<file path="config.mk">
export PLATFORM = sky130hd
export DESIGN_NAME = fir_sample_feeder
export DESIGN_NICKNAME = d
export VERILOG_FILES = /design/src/rtl/fir_sample_feeder.sv
export SDC_FILE = /design/constraint.sdc
export NUM_CORES = 1
export LEC_CHECK = 0
export CORE_AREA = 5 5 127 129
export CTS_CLUSTER_SIZE = 40
export DETAILED_ROUTE_END_ITERATION = 8
export DIE_AREA = 0 0 132 134
export PLACE_DENSITY = 0.75
export SLEW_MARGIN = 20
export SYNTH_ARGS = -nofsm -noshare
export SYNTH_HDL_FRONTEND = slang
export SYNTH_SLANG_ARGS = --single-unit
</file>
<file path="constraint.sdc">
create_clock -name clk -period 7.15 [get_ports clk]
set_clock_uncertainty 0.1 [all_clocks]
set_input_delay 0.715 -clock clk [delete_from_list [all_inputs] [get_ports clk]]
set_output_delay 0.715 -clock clk [all_outputs]
set_load 0.02 [all_outputs]
</file>
<file path="src/rtl/fir_sample_feeder.sv">
// fir_sample_feeder: buffers framed samples in a FIFO and streams them to a FIR, appending TAPS-1 zero flush samples per frame
module fir_sample_feeder #(
  parameter int DEPTH = 8,
  parameter int TAPS  = 4
) (
  input  logic        clk,
  input  logic        reset,
  input  logic [16:0] s_data,
  input  logic        s_valid,
  input  logic        s_last,
  output logic        s_ready,
  output logic [16:0] x_in,
  output logic        in_data_vld,
  output logic        busy,
  output logic        frame_done,
  output logic [7:0]  frame_len,
  output logic [7:0]  underrun_cnt
);
  localparam int AW = $clog2(DEPTH);
  localparam int FW = $clog2(TAPS) + 1;
  localparam logic [1:0] IDLE   = 2'd0;
  localparam logic [1:0] STREAM = 2'd1;
  localparam logic [1:0] FLUSH  = 2'd2;
  localparam logic [1:0] DONE   = 2'd3;
  logic [17:0]   r_mem [DEPTH];
  logic [AW-1:0] r_wr_ptr;
  logic [AW-1:0] r_rd_ptr;
  logic [AW:0]   r_count;
  logic [1:0]    r_state;
  logic [FW-1:0] r_flush;
  logic [7:0]    r_frame_cnt;
  logic [16:0]   r_x;
  logic          r_vld;
  logic [7:0]    r_frame_len;
  logic [7:0]    r_underrun;
  logic          w_push;
  logic          w_pop;
  logic          w_empty;
  logic [17:0]   w_head;
  assign w_empty      = r_count == '0;
  assign s_ready      = r_count != (AW+1)'(DEPTH);
  assign w_push       = s_valid && s_ready;
  assign w_pop        = (r_state == STREAM) && !w_empty;
  assign w_head       = r_mem[r_rd_ptr];
  assign busy         = r_state != IDLE;
  assign frame_done   = r_state == DONE;
  assign x_in         = r_x;
  assign in_data_vld  = r_vld;
  assign frame_len    = r_frame_len;
  assign underrun_cnt = r_underrun;
  // FIFO storage: entry is {last, data}; storage itself needs no reset since occupancy gates reads
  always_ff @(posedge clk) begin
    if (w_push) r_mem[r_wr_ptr] <= {s_last, s_data};
  end
  // FIFO pointers wrap naturally at DEPTH (power of two); push and pop may coincide
  always_ff @(posedge clk or posedge reset) begin
    if (reset) begin
      r_wr_ptr <= '0;
      r_rd_ptr <= '0;
      r_count  <= '0;
    end else begin
      r_wr_ptr <= r_wr_ptr + AW'(w_push);
      r_rd_ptr <= r_rd_ptr + AW'(w_pop);
      r_count  <= r_count + (AW+1)'(w_push) - (AW+1)'(w_pop);
    end
  end
  // Frame sequencer: registered sample output, flush run, per-frame length and underrun statistics
  always_ff @(posedge clk or posedge reset) begin
    if (reset) begin
      r_state     <= IDLE;
      r_flush     <= '0;
      r_frame_cnt <= '0;
      r_x         <= '0;
      r_vld       <= 1'b0;
      r_frame_len <= '0;
      r_underrun  <= '0;
    end else begin
      case (r_state)
        IDLE: begin
          r_x   <= '0;
          r_vld <= 1'b0;
          if (!w_empty) r_state <= STREAM;
        end
        STREAM: begin
          if (w_pop) begin
            r_x         <= w_head[16:0];
            r_vld       <= 1'b1;
            r_frame_cnt <= r_frame_cnt + 8'(r_frame_cnt != 8'hFF);
            if (w_head[17]) begin
              r_state <= FLUSH;
              r_flush <= '0;
            end
          end else begin
            r_x        <= '0;
            r_vld      <= 1'b0;
            r_underrun <= r_underrun + 8'(r_underrun != 8'hFF);
          end
        end
        FLUSH: begin
          r_x <= '0;
          if (r_flush == FW'(TAPS - 1)) begin
            r_vld       <= 1'b0;
            r_state     <= DONE;
            r_frame_len <= r_frame_cnt;
            r_frame_cnt <= '0;
          end else begin
            r_vld   <= 1'b1;
            r_flush <= r_flush + FW'(1);
          end
        end
        default: begin
          r_x     <= '0;
          r_vld   <= 1'b0;
          r_state <= IDLE;
        end
      endcase
    end
  end
endmodule

</file>
==> impl_metrics.py, run 1 <==
metrics = {
    "status": {
        "run_status": "finished, final reports clean",
    },
    "synthesis": {
        "yosys.cell_types.count": 39,
        "post_synth_instance_area_sq_um": 7996,
        "syn-instance-count": 464,
        "ys_warn_count": 0,
        "synth-seq-cells": 201,
        "avgSynthCellArea_sq_um": 17.23,
        "asyncSetResetFlopFracSynth_pct": 28.36,
        "commonest_register_cell_after_synthesis": "sky130_fd_sc_hd__edfxtp_1",
        "yosysSeqAreaShare_pct": 71.91,
        "synth_enable_flop_cells": 144,
        "synthesis.nets": 507,
    },
    "global_route": {
        "grt_remaining_overflow": 0,
        "maximum_number_of_pins_on_one_net_before_global_route_repair": 58,
        "antenna_found_initial": 1,
        "track_usage_pct": 17.38,
        "grt_pass1_wl_um": 24340,
        "grt_pass1_vias": 4474,
    },
    "drt": {
        "route.met3.wl_um": 748,
        "drt_wl_total_um": 14940,
        "detail_route.wl_per_cell_um": 20.16,
        "met1_length_um": 6052,
        "routed-via-count": 4169,
        "detailroute.wirelength.met2_um": 7842,
        "drt-initial-drc-count": 399,
        "drt-vias-per-instance": 5.626,
        "route.antenna.remaining_nets": 0,
        "detail_route.drc_violations": 0,
        "detail_route.first_pass.iterations": 4,
        "maxUsedRoutingLayer": "met5",
    },
    "layout": {
        "antenna-diode-count": 0,
        "syn2layout_area_growth_pct": 18.15,
        "finalInstanceArea_sq_um": 9448,
        "fraction_of_final_layout_cells_with_drive_strength_greater_than_1_pct": 14.65,
        "final.fill_count": 1025,
        "design.final.nets": 581,
    },
    "sta": {
        "relSlewSlack_pct": 37.96,
        "number_of_pins_with_negative_max_slew_slack_in_the_final_report": 0,
        "grt_setup_unrepaired": "no",
        "setup_viol_count_final": 0,
        "period_utilization_pct": 46.02,
        "finalHoldViolCount": 0,
        "worstMarginPinSlew_ns": 0.9306,
        "setup_tns_ns": 0,
        "hold_slack_ns": 0.3743,
        "max_clock_freq_mhz": 303.9,
        "layout_min_cycle_time_ns": 3.290,
    },
    "clock_tree": {
        "clockBufferDepth": 3,
        "tritoncts": "yes",
        "cts_buffers": 21,
        "post_cts_resized": 0,
        "cts.reportedPaths.clkPinSlew_ns": 0.06,
        "htree_num_levels": 1,
        "clock_sink_count": 201,
        "hold_buf_count_cts": 0,
        "post-cts-setup-buffers": 0,
        "clock-root-buffer": "sky130_fd_sc_hd__clkbuf_16",
        "clkLatencyLatePin_ns": 0.49,
    },
    "placed_design": {
        "portBuffers": 57,
        "gpl.final_weighted_congestion": 0.8375,
        "detailed_place_hpwl_um": 8655,
        "dpl_cell_area_sq_um": 8813,
    },
    "floorplan": {
        "initial_core_util_pct": 53.59,
        "design.die.area_sq_um": 17690,
        "fp.dieW_um": 132,
        "floorplan.rows": 45,
        "die-height_um": 134,
        "core_region_area_sq_um": 14920,
        "pin_count": 58,
    },
    "worst_setup_path": {
        "critical_path.n_buffers_inverters": 4,
        "cp-start-kind": "flip-flop",
        "worst_path_largest_cell_delay_ns": 0.80,
        "cp.required_ns": 7.43,
        "timing.critical_path.to_type": "flip-flop",
        "crit_type": "flip-flop to flip-flop",
        "critical_path.top_delay_family": "simple AND/OR/NAND/NOR gates",
        "cpMaxStageDelayCell": "sky130_fd_sc_hd__nand2b_1",
        "path_cells": "inv_1 > ha_1 > nor3b_1 > nand2b_1 > inv_2 > ha_1 > inv_1 > ha_1 > inv_1 > fa_1 > xnor2_1",
        "path_max_fanout": 19,
        "cp.arrival_ns": 3.57,
    },
    "pwr": {
        "power-per-cell-area_nw_per_um2": 389.5,
        "power_leakage_nw": 3.536,
        "max-vdd-ir-drop_v": 0.0003275,
        "report.power.total_mw": 3.680,
    },
    "run": {
        "drv.max_cap_violation_count": 0,
    },
    "hold_path": {
        "hp-class": "flip-flop to flip-flop",
    },
}
## layout by cell type, fill, tap and decap left out, types with 5 or more instances in the layout
| master | n |
|---|---|
| sky130_fd_sc_hd__nand4_1 | 7 |
| sky130_fd_sc_hd__o31ai_1 | 5 |
| sky130_fd_sc_hd__edfxtp_1 | 144 |
| sky130_fd_sc_hd__clkdlybuf4s50_1 | 57 |
| sky130_fd_sc_hd__a21oi_1 | 6 |
| sky130_fd_sc_hd__nand2b_1 | 5 |
| sky130_fd_sc_hd__clkbuf_16 | 21 |
| sky130_fd_sc_hd__xnor2_1 | 7 |
| sky130_fd_sc_hd__nand2_1 | 42 |
| sky130_fd_sc_hd__inv_1 | 14 |
| sky130_fd_sc_hd__dfrtp_1 | 56 |
| sky130_fd_sc_hd__nor2_1 | 30 |
| sky130_fd_sc_hd__buf_4 | 12 |
| sky130_fd_sc_hd__clkinv_2 | 5 |
| sky130_fd_sc_hd__ha_1 | 21 |
| sky130_fd_sc_hd__mux2i_1 | 23 |
| sky130_fd_sc_hd__clkinv_1 | 7 |
| sky130_fd_sc_hd__mux4_2 | 33 |
| sky130_fd_sc_hd__o21ai_1 | 11 |
## synth_stat cells (3+ instances only)
library cell | instances | area share (%)
sky130_fd_sc_hd__inv_1 | 15 | 0.70
sky130_fd_sc_hd__o21ai_1 | 11 | 0.69
sky130_fd_sc_hd__o21ai_0 | 4 | 0.25
sky130_fd_sc_hd__dfrtp_1 | 57 | 18
sky130_fd_sc_hd__xor2_1 | 3 | 0.33
sky130_fd_sc_hd__ha_1 | 21 | 3.3
sky130_fd_sc_hd__nand4_1 | 7 | 0.55
sky130_fd_sc_hd__mux4_2 | 33 | 9.3
sky130_fd_sc_hd__xnor2_1 | 7 | 0.77
sky130_fd_sc_hd__edfxtp_1 | 144 | 54
sky130_fd_sc_hd__nor2_1 | 30 | 1.4
sky130_fd_sc_hd__clkbuf_1 | 10 | 0.47
sky130_fd_sc_hd__nand2_1 | 42 | 2.0
sky130_fd_sc_hd__buf_2 | 6 | 0.38
sky130_fd_sc_hd__o31ai_1 | 5 | 0.47
sky130_fd_sc_hd__mux2i_1 | 23 | 2.9
sky130_fd_sc_hd__nand2b_1 | 5 | 0.39
sky130_fd_sc_hd__nand3_1 | 4 | 0.25
sky130_fd_sc_hd__a21oi_1 | 6 | 0.38
sky130_fd_sc_hd__mux2_1 | 3 | 0.42
## kinds of logic (layout without fill, tap and decap cells)
kind of cell	Yosys count	count (layout)	share of synthesized area (%)
compound gates	34	34	2.535
simple gates	102	102	5.789
mux	61	61	13.25
flops	201	201	71.91
xor+xnor	10	10	1.095
buf+inv	34	123	1.878
fa+ha+maj	22	22	3.536
## final cells by class
type / instances / area [sq um] / share of cell area [%]
flip-flops and latches: 201 / 5752 / 60.88
multi-input cells: 229 / 2106 / 22.29
repair buffers: 69 / 660.6 / 6.992
clock buffers: 23 / 533.0 / 5.642
well taps: 188 / 235.2 / 2.490
clock inverters: 15 / 101.3 / 1.073
inverters: 16 / 60.06 / 0.6357
## final timing paths
kind                            cells past startpoint                          to                      from  slack (ns)
worst max-delay path                               11        r_count[2]$_DFF_PP0_      r_count[2]$_DFF_PP0_        3.86
worst min-delay path                                2    frame_len[7]$_DFFE_PP0P_  frame_len[7]$_DFFE_PP0P_        0.37
worst max register to register                     11        r_count[2]$_DFF_PP0_      r_count[2]$_DFF_PP0_        3.86
worst min register to register                      2    frame_len[7]$_DFFE_PP0P_  frame_len[7]$_DFFE_PP0P_        0.37
max in group asynchronous                           3       r_rd_ptr[0]$_DFF_PP0_                     reset        5.74
min in group asynchronous                           3  r_frame_cnt[7]$_DFFE_PP0P_                     reset        0.67
## power by group
group / switching (mW) / internal (mW) / total, mW
clock: 0.428 / 0.576 / 1.00
sequential: 0.0953 / 1.48 / 1.58
combinational: 0.588 / 0.511 / 1.10
total: 1.11 / 2.57 / 3.68
## stage by stage
stage	std cells	worst slack (ns)	utilization, %
final	741	3.860	63.32
after global routing	741	3.650	63.32
after CTS	741	3.779	63.32
after detailed placement	703	3.781	59.07
after global placement	703	3.943	59.07
after floorplan	464	4.208	-
## state kept, by name, indices dropped and copies added (netlist names), 3 cells and up
register,count
r_wr_ptr,3
r_mem,144
frame_len,8
x_in,17
r_rd_ptr,3
r_flush,3
r_frame_cnt,8
underrun_cnt,8
r_count,4
## routing by layer
| layer | up-vias | global-route usage (%) |
|---|---|---|
| met5 | - | 0 |
| met2 | 107 | 30.18 |
| met3 | 28 | 3.713 |
| met1 | 2128 | 22.83 |
| li1 | 1904 | - |
| met4 | 2 | 3.771 |
## tightest hold or removal path: cells and delay by family (launching register included)
family	cells	cell delay, ns
and+or+nand+nor	2	0.10
DFF	1	0.34
(Power assumes the default switching activity.)
==> run 2, diff against run 1 <==
--- a/config.mk
+++ b/config.mk
@@ -5,11 +5,11 @@
 export SDC_FILE = /design/constraint.sdc
 export NUM_CORES = 1
 export LEC_CHECK = 0
-export CORE_AREA = 5 5 127 129
+export CORE_AREA = 5 5 131 133
 export CTS_CLUSTER_SIZE = 40
 export DETAILED_ROUTE_END_ITERATION = 8
-export DIE_AREA = 0 0 132 134
-export PLACE_DENSITY = 0.75
+export DIE_AREA = 0 0 136 138
+export PLACE_DENSITY = 0.73
 export SLEW_MARGIN = 20
 export SYNTH_ARGS = -nofsm -noshare
 export SYNTH_HDL_FRONTEND = slang
==> constraint.sdc (replaced) <==
create_clock -name clk -period 2.9 [get_ports clk]
set_clock_uncertainty 0.1 [all_clocks]
set_input_delay 0.29 -clock clk [delete_from_list [all_inputs] [get_ports clk]]
set_output_delay 0.29 -clock clk [all_outputs]
set_load 0.02 [all_outputs]
==> impl_metrics.py, run 2 (synthesis gave the netlist of run 1 again) <==
metrics = {
    "global_route": {
        "antenna_found_initial": 0,
        "grt_pass1_vias": 4358,
        "grt_pass1_wl_um": 23430,
        "track_usage_pct": 15.93,
        "grt_remaining_overflow": 0,
        "maximum_number_of_pins_on_one_net_before_global_route_repair": 58,
    },
    "worst_setup_path": {
        "path_cells": "inv_1 > ha_1 > nor3b_2 > nand2b_1 > inv_2 > ha_1 > inv_1 > ha_1 > inv_1 > fa_1 > xnor2_1",
        "timing.critical_path.to_type": "flip-flop",
        "cp.required_ns": 3.18,
        "cp.arrival_ns": 2.70,
        "cpMaxStageDelayCell": "sky130_fd_sc_hd__fa_1",
        "critical_path.top_delay_family": "adder cells",
        "cp-startpoint": "r_count[2]$_DFF_PP0_",
        "critical_path.n_buffers_inverters": 4,
        "cp-start-kind": "flip-flop",
        "critical_path.reg2reg.startpoint": "r_count[2]$_DFF_PP0_",
        "crit_type": "flip-flop to flip-flop",
        "worst_path_largest_cell_delay_ns": 0.39,
        "path_max_fanout": 6,
    },
    "status": {
        "run_status": "finished, final reports clean",
    },
    "placed_design": {
        "detailed_place_hpwl_um": 8576,
        "place_inst": 734,
        "gpl.final_weighted_congestion": 0.8009,
        "portBuffers": 57,
        "dpl_cell_area_sq_um": 8876,
    },
    "drt": {
        "drt-vias-per-instance": 5.326,
        "detail_route.drc_violations": 0,
        "route.antenna.remaining_nets": 0,
        "detail_route.wl_per_cell_um": 18.66,
        "routed-via-count": 4112,
        "detail_route.first_pass.iterations": 4,
        "drt_wl_total_um": 14410,
        "drt-initial-drc-count": 220,
    },
    "layout": {
        "final_cells": 772,
        "multiInputGateArea_sq_um": 2111,
        "finalInstanceArea_sq_um": 9497,
        "mostFrequentLayoutCells": "sky130_fd_sc_hd__edfxtp_1, sky130_fd_sc_hd__clkdlybuf4s50_1, sky130_fd_sc_hd__dfrtp_1, sky130_fd_sc_hd__nand2_1, sky130_fd_sc_hd__mux4_2",
        "seqCellArea_sq_um": 5752,
        "finish.utilization_pct": 60.44,
        "fraction_of_final_layout_cells_with_drive_strength_greater_than_1_pct": 14.93,
        "antenna-diode-count": 0,
        "mostFrequentLayoutCell": "sky130_fd_sc_hd__edfxtp_1",
        "syn2layout_area_growth_pct": 18.76,
        "largest_reg_flops": 144,
        "design.final.nets": 584,
        "final.fill_count": 1144,
        "top_register": "r_mem",
    },
    "clock_tree": {
        "post_cts_resized": 0,
        "hold_buf_count_cts": 0,
        "cts.reportedPaths.clkPinSlew_ns": 0.06,
        "htree_num_levels": 1,
        "post-cts-setup-buffers": 0,
        "clock_sink_count": 201,
        "clockBufferDepth": 3,
        "cts_buffers": 21,
        "clkLatencyLatePin_ns": 0.49,
        "tritoncts": "yes",
        "clock-root-buffer": "sky130_fd_sc_hd__clkbuf_16",
    },
    "sta": {
        "grt_setup_unrepaired": "no",
        "relSlewSlack_pct": 48.57,
        "period_utilization_pct": 83.75,
        "layout_min_cycle_time_ns": 2.429,
        "number_of_pins_with_negative_max_slew_slack_in_the_final_report": 0,
        "max_clock_freq_mhz": 411.7,
        "worstMarginPinSlew_ns": 0.7715,
        "finalHoldViolCount": 0,
        "setup_tns_ns": 0,
        "setup_viol_count_final": 0,
    },
    "hold_path": {
        "hp-class": "input port to async pin",
    },
    "floorplan": {
        "floorplan.rows": 46,
        "core_region_area_sq_um": 15710,
        "design.die.area_sq_um": 18770,
        "fp.dieW_um": 136,
        "pin_count": 58,
        "die-height_um": 138,
        "initial_core_util_pct": 50.89,
    },
    "run": {
        "drv.max_cap_violation_count": 0,
    },
    "pwr": {
        "power-per-cell-area_nw_per_um2": 951.3,
        "max-vdd-ir-drop_v": 0.0006830,
        "power_leakage_nw": 3.534,
    },
}
run 2: changes by cell type in the layout (fill, tap and decap cells not counted), moves of 2 or more:
| cell | change |
|---|---|
| sky130_fd_sc_hd__clkinv_2 | -3 |
| sky130_fd_sc_hd__clkbuf_8 | +2 |
| sky130_fd_sc_hd__clkinv_1 | -5 |
| sky130_fd_sc_hd__clkbuf_1 | +7 |
| sky130_fd_sc_hd__buf_4 | +3 |
run 2: final timing paths:
path	slack (ns)	endpoint	cells after the start
min	0.25	x_in[12]$_DFF_PP0_	3
max in group asynchronous	1.91	r_rd_ptr[0]$_DFF_PP0_	3
max reg2reg	0.47	r_count[2]$_DFF_PP0_	11
max	0.47	r_count[2]$_DFF_PP0_	11
min in group clk	0.37	frame_len[7]$_DFFE_PP0P_	2
min reg2reg	0.37	frame_len[7]$_DFFE_PP0P_	2
run 2: power by group:
| part | total (mW) | internal [mW] | switching (mW) |
|---|---|---|---|
| Clock | 2.41 | 1.40 | 1.01 |
| Sequential | 3.96 | 3.65 | 0.308 |
| Combinational | 2.67 | 1.29 | 1.38 |
| Total | 9.03 | 6.33 | 2.70 |
run 2: layout make-up:
| cell class | count | area share, % |
|---|---|---|
| multi-input cells | 229 | 22.23 |
| clock buffers | 32 | 6.179 |
| flip-flops and latches | 201 | 60.57 |
| well taps | 216 | 2.846 |
| repair buffers | 72 | 7.194 |
| clock inverters | 6 | 0.3557 |
| inverters | 16 | 0.6324 |
run 2: routing by layer:
layer  routed length [um]  share of wire [%]  track usage (%)
met3                  814                5.6            3.374
met2                 7327                 51            26.83
met4                  242                1.7            3.607
met5                    0                  0                0
met1                 6024                 42            21.45
run 2: tightest hold or removal path, delay by kind of cell:
family                 cells  cell delay [ns]
buffers and inverters      3             1.07
run 2: per-stage QoR:
stage | power [mW] | hold WS, ns | setup WS [ns]
CTS | 9.172 | 0.2715 | 0.4516
detailed placement | 6.734 | 0.3620 | 0.4660
global route | 9.559 | 0.3304 | 0.3391
finish | 9.034 | 0.2479 | 0.4712
global placement | 6.637 | 0.3575 | 0.5579
floorplan | 5.833 | 0.2889 | 0.006935
==> run 3, diff against run 2 <==
--- a/config.mk
+++ b/config.mk
@@ -5,11 +5,11 @@
 export SDC_FILE = /design/constraint.sdc
 export NUM_CORES = 1
 export LEC_CHECK = 0
-export CORE_AREA = 5 5 131 133
+export CORE_AREA = 5 5 127 129
 export CTS_CLUSTER_SIZE = 40
 export DETAILED_ROUTE_END_ITERATION = 8
-export DIE_AREA = 0 0 136 138
-export PLACE_DENSITY = 0.73
+export DIE_AREA = 0 0 132 134
+export PLACE_DENSITY = 0.75
 export SLEW_MARGIN = 20
 export SYNTH_ARGS = -nofsm -noshare
 export SYNTH_HDL_FRONTEND = slang
==> constraint.sdc (replaced) <==
create_clock -name clk -period 2.29 [get_ports clk]
set_clock_uncertainty 0.1 [all_clocks]
set_input_delay 0.229 -clock clk [delete_from_list [all_inputs] [get_ports clk]]
set_output_delay 0.229 -clock clk [all_outputs]
set_load 0.02 [all_outputs]
==> impl_metrics.py, run 3 (synthesis gave the netlist of run 1 again) <==
metrics = {
    "floorplan": {
        "floorplan.rows": 45,
        "die-height_um": 134,
        "pin_count": 58,
        "core_region_area_sq_um": 14920,
        "initial_core_util_pct": 53.59,
        "design.die.area_sq_um": 17690,
        "fp.dieW_um": 132,
    },
    "clock_tree": {
        "htree_num_levels": 1,
        "clockBufferDepth": 3,
        "tritoncts": "yes",
        "clock_sink_count": 201,
        "cts.reportedPaths.clkPinSlew_ns": 0.06,
        "clock-root-buffer": "sky130_fd_sc_hd__clkbuf_16",
        "clkLatencyLatePin_ns": 0.50,
        "post-cts-setup-buffers": 0,
        "cts_buffers": 21,
    },
    "hold_path": {
        "hp-class": "input port to flip-flop",
    },
    "sta": {
        "number_of_pins_with_negative_max_slew_slack_in_the_final_report": 0,
        "grt_setup_unrepaired": "no",
        "hold_slack_ns": 0.3478,
        "finalHoldViolCount": 0,
        "relSlewSlack_pct": 59.63,
        "worstMarginPinSlew_ns": 0.6055,
        "period_utilization_pct": 95.52,
        "layout_min_cycle_time_ns": 2.187,
        "postLayoutSetupSlackWorst_ns": 0.1027,
        "setup_viol_count_final": 0,
        "max_clock_freq_mhz": 457.2,
    },
    "layout": {
        "final_cells": 757,
        "mostFrequentLayoutCells": "sky130_fd_sc_hd__edfxtp_1, sky130_fd_sc_hd__dfrtp_1, sky130_fd_sc_hd__clkdlybuf4s50_1, sky130_fd_sc_hd__nand2_1, sky130_fd_sc_hd__mux4_2",
        "final.fill_count": 986,
        "top_register": "r_mem",
        "syn2layout_area_growth_pct": 22.12,
        "design.final.nets": 597,
        "finish.utilization_pct": 65.45,
        "mostFrequentLayoutCell": "sky130_fd_sc_hd__edfxtp_1",
        "fraction_of_final_layout_cells_with_drive_strength_greater_than_1_pct": 20.21,
        "antenna-diode-count": 0,
        "largest_reg_flops": 144,
    },
    "worst_setup_path": {
        "cpMaxStageDelayCell": "sky130_fd_sc_hd__clkdlybuf4s50_1",
        "critical_path.top_delay_family": "buffers and inverters",
        "timing.critical_path.to_type": "primary output",
        "cp.arrival_ns": 1.86,
        "path_cells": "inv_2 > ha_1 > nand2_1 > clkdlybuf4s50_1",
        "path_max_fanout": 3,
        "crit_type": "flip-flop to primary output",
        "critical_path.n_buffers_inverters": 2,
        "cp-start-kind": "flip-flop",
        "worst_path_largest_cell_delay_ns": 0.64,
        "cp.required_ns": 1.96,
    },
    "pwr": {
        "power_leakage_nw": 3.678,
        "max-vdd-ir-drop_v": 0.0007904,
        "power-per-cell-area_nw_per_um2": 1249,
        "internal_power_mw": 8.503,
        "p_sw_share_pct": 30.29,
        "power.sequential.fraction_pct": 41.2,
        "clkPwrFrac_pct": 28.5,
        "p_switching_mw": 3.695,
        "power.share.combinational_pct": 30.4,
        "report.power.total_mw": 12.20,
    },
    "global_route": {
        "track_usage_pct": 17.88,
        "grt_remaining_overflow": 0,
        "grt_pass1_wl_um": 25120,
        "antenna_found_initial": 0,
        "maximum_number_of_pins_on_one_net_before_global_route_repair": 29,
        "grt_pass1_vias": 4654,
    },
    "drt": {
        "detail_route.wl_per_cell_um": 20.42,
        "drt_wl_total_um": 15460,
        "detail_route.drc_violations": 0,
        "route.antenna.remaining_nets": 0,
        "drt-vias-per-instance": 5.703,
        "drt-initial-drc-count": 313,
        "routed-via-count": 4317,
        "detail_route.first_pass.iterations": 5,
    },
    "status": {
        "run_status": "finished, final reports clean",
    },
    "placed_design": {
        "place_inst": 718,
        "gpl.final_weighted_congestion": 0.7528,
        "portBuffers": 57,
        "pre_cts_slack_ns": 0.1071,
        "detailed_place_hpwl_um": 9756,
    },
    "run": {
        "drv.max_cap_violation_count": 0,
    },
}
-- run 3: cell types whose count changed in the layout (fill, tap and decap cells not counted), sizes merged --
cell | previous run | this run
clkbuf | 32 | 23
buf | 15 | 27
clkinv | 4 | 9
dlymetal6s2s | 0 | 1
bufinv | 0 | 3
inv | 17 | 18
dlygate4sd3 | 0 | 1
clkdlybuf4s50 | 57 | 56
-- run 3: power groups by stage --
| stage | combinational [mW] | clock, mW | sequential (mW) |
|---|---|---|---|
| floorplan | 2.41 | 0 | 5.12 |
| global placement | 3.57 | 0 | 5.04 |
| detailed placement | 3.71 | 0 | 5.09 |
| CTS | 3.75 | 3.55 | 5.03 |
| global route | 4.02 | 3.71 | 5.10 |
| finish | 3.70 | 3.47 | 5.02 |
-- run 3: final cells by class --
type	count	area, sq um	area share, %
repair buffers	85	823.3	8.430
flip-flops and latches	201	5752	58.90
clock inverters	15	165.2	1.691
multi-input cells	229	2175	22.27
well taps	188	235.2	2.409
clock buffers	23	553.0	5.663
inverters	16	62.56	0.6406
-- run 3: layer usage --
metal	vias to the layer above	GRT usage, %	wire (um)
met3	23	3.938	829
met4	0	4.286	297
met5	-	0	0
met2	137	31.25	7994
li1	1940	-	-
met1	2217	23.04	6333
-- run 3: metrics by stage --
stage,area [sq um],setup TNS [ns]
2_1_floorplan,8089,-11.50
3_3_place_gp,9026,0
3_5_place_dp,9026,0
4_1_cts,9754,0
5_1_grt,9766,0
6_report,9766,0
-- run 3: final timing paths --
kind	slack, ns	endpoint	from	cells past startpoint
max	0.10	s_ready	r_count[2]$_DFF_PP0_	4
min	0.35	r_mem[5][12]$_DFFE_PP_	s_data[12]	1
max reg2reg	0.11	r_count[2]$_DFF_PP0_	r_count[3]$_DFF_PP0_	11
min reg2reg	0.37	frame_len[3]$_DFFE_PP0P_	frame_len[3]$_DFFE_PP0P_	2
max in group asynchronous	1.02	underrun_cnt[5]$_DFFE_PP0P_	reset	4
min in group asynchronous	0.52	x_in[3]$_DFF_PP0_	reset	3
-- run 3: repair_timing --
item | CTS | global route
gates resized for setup | 0 | 3
setup endpoints to repair | 0 | 4
endpoints found under the hold margin | 16 | 0
hold buffers | 1 | 0
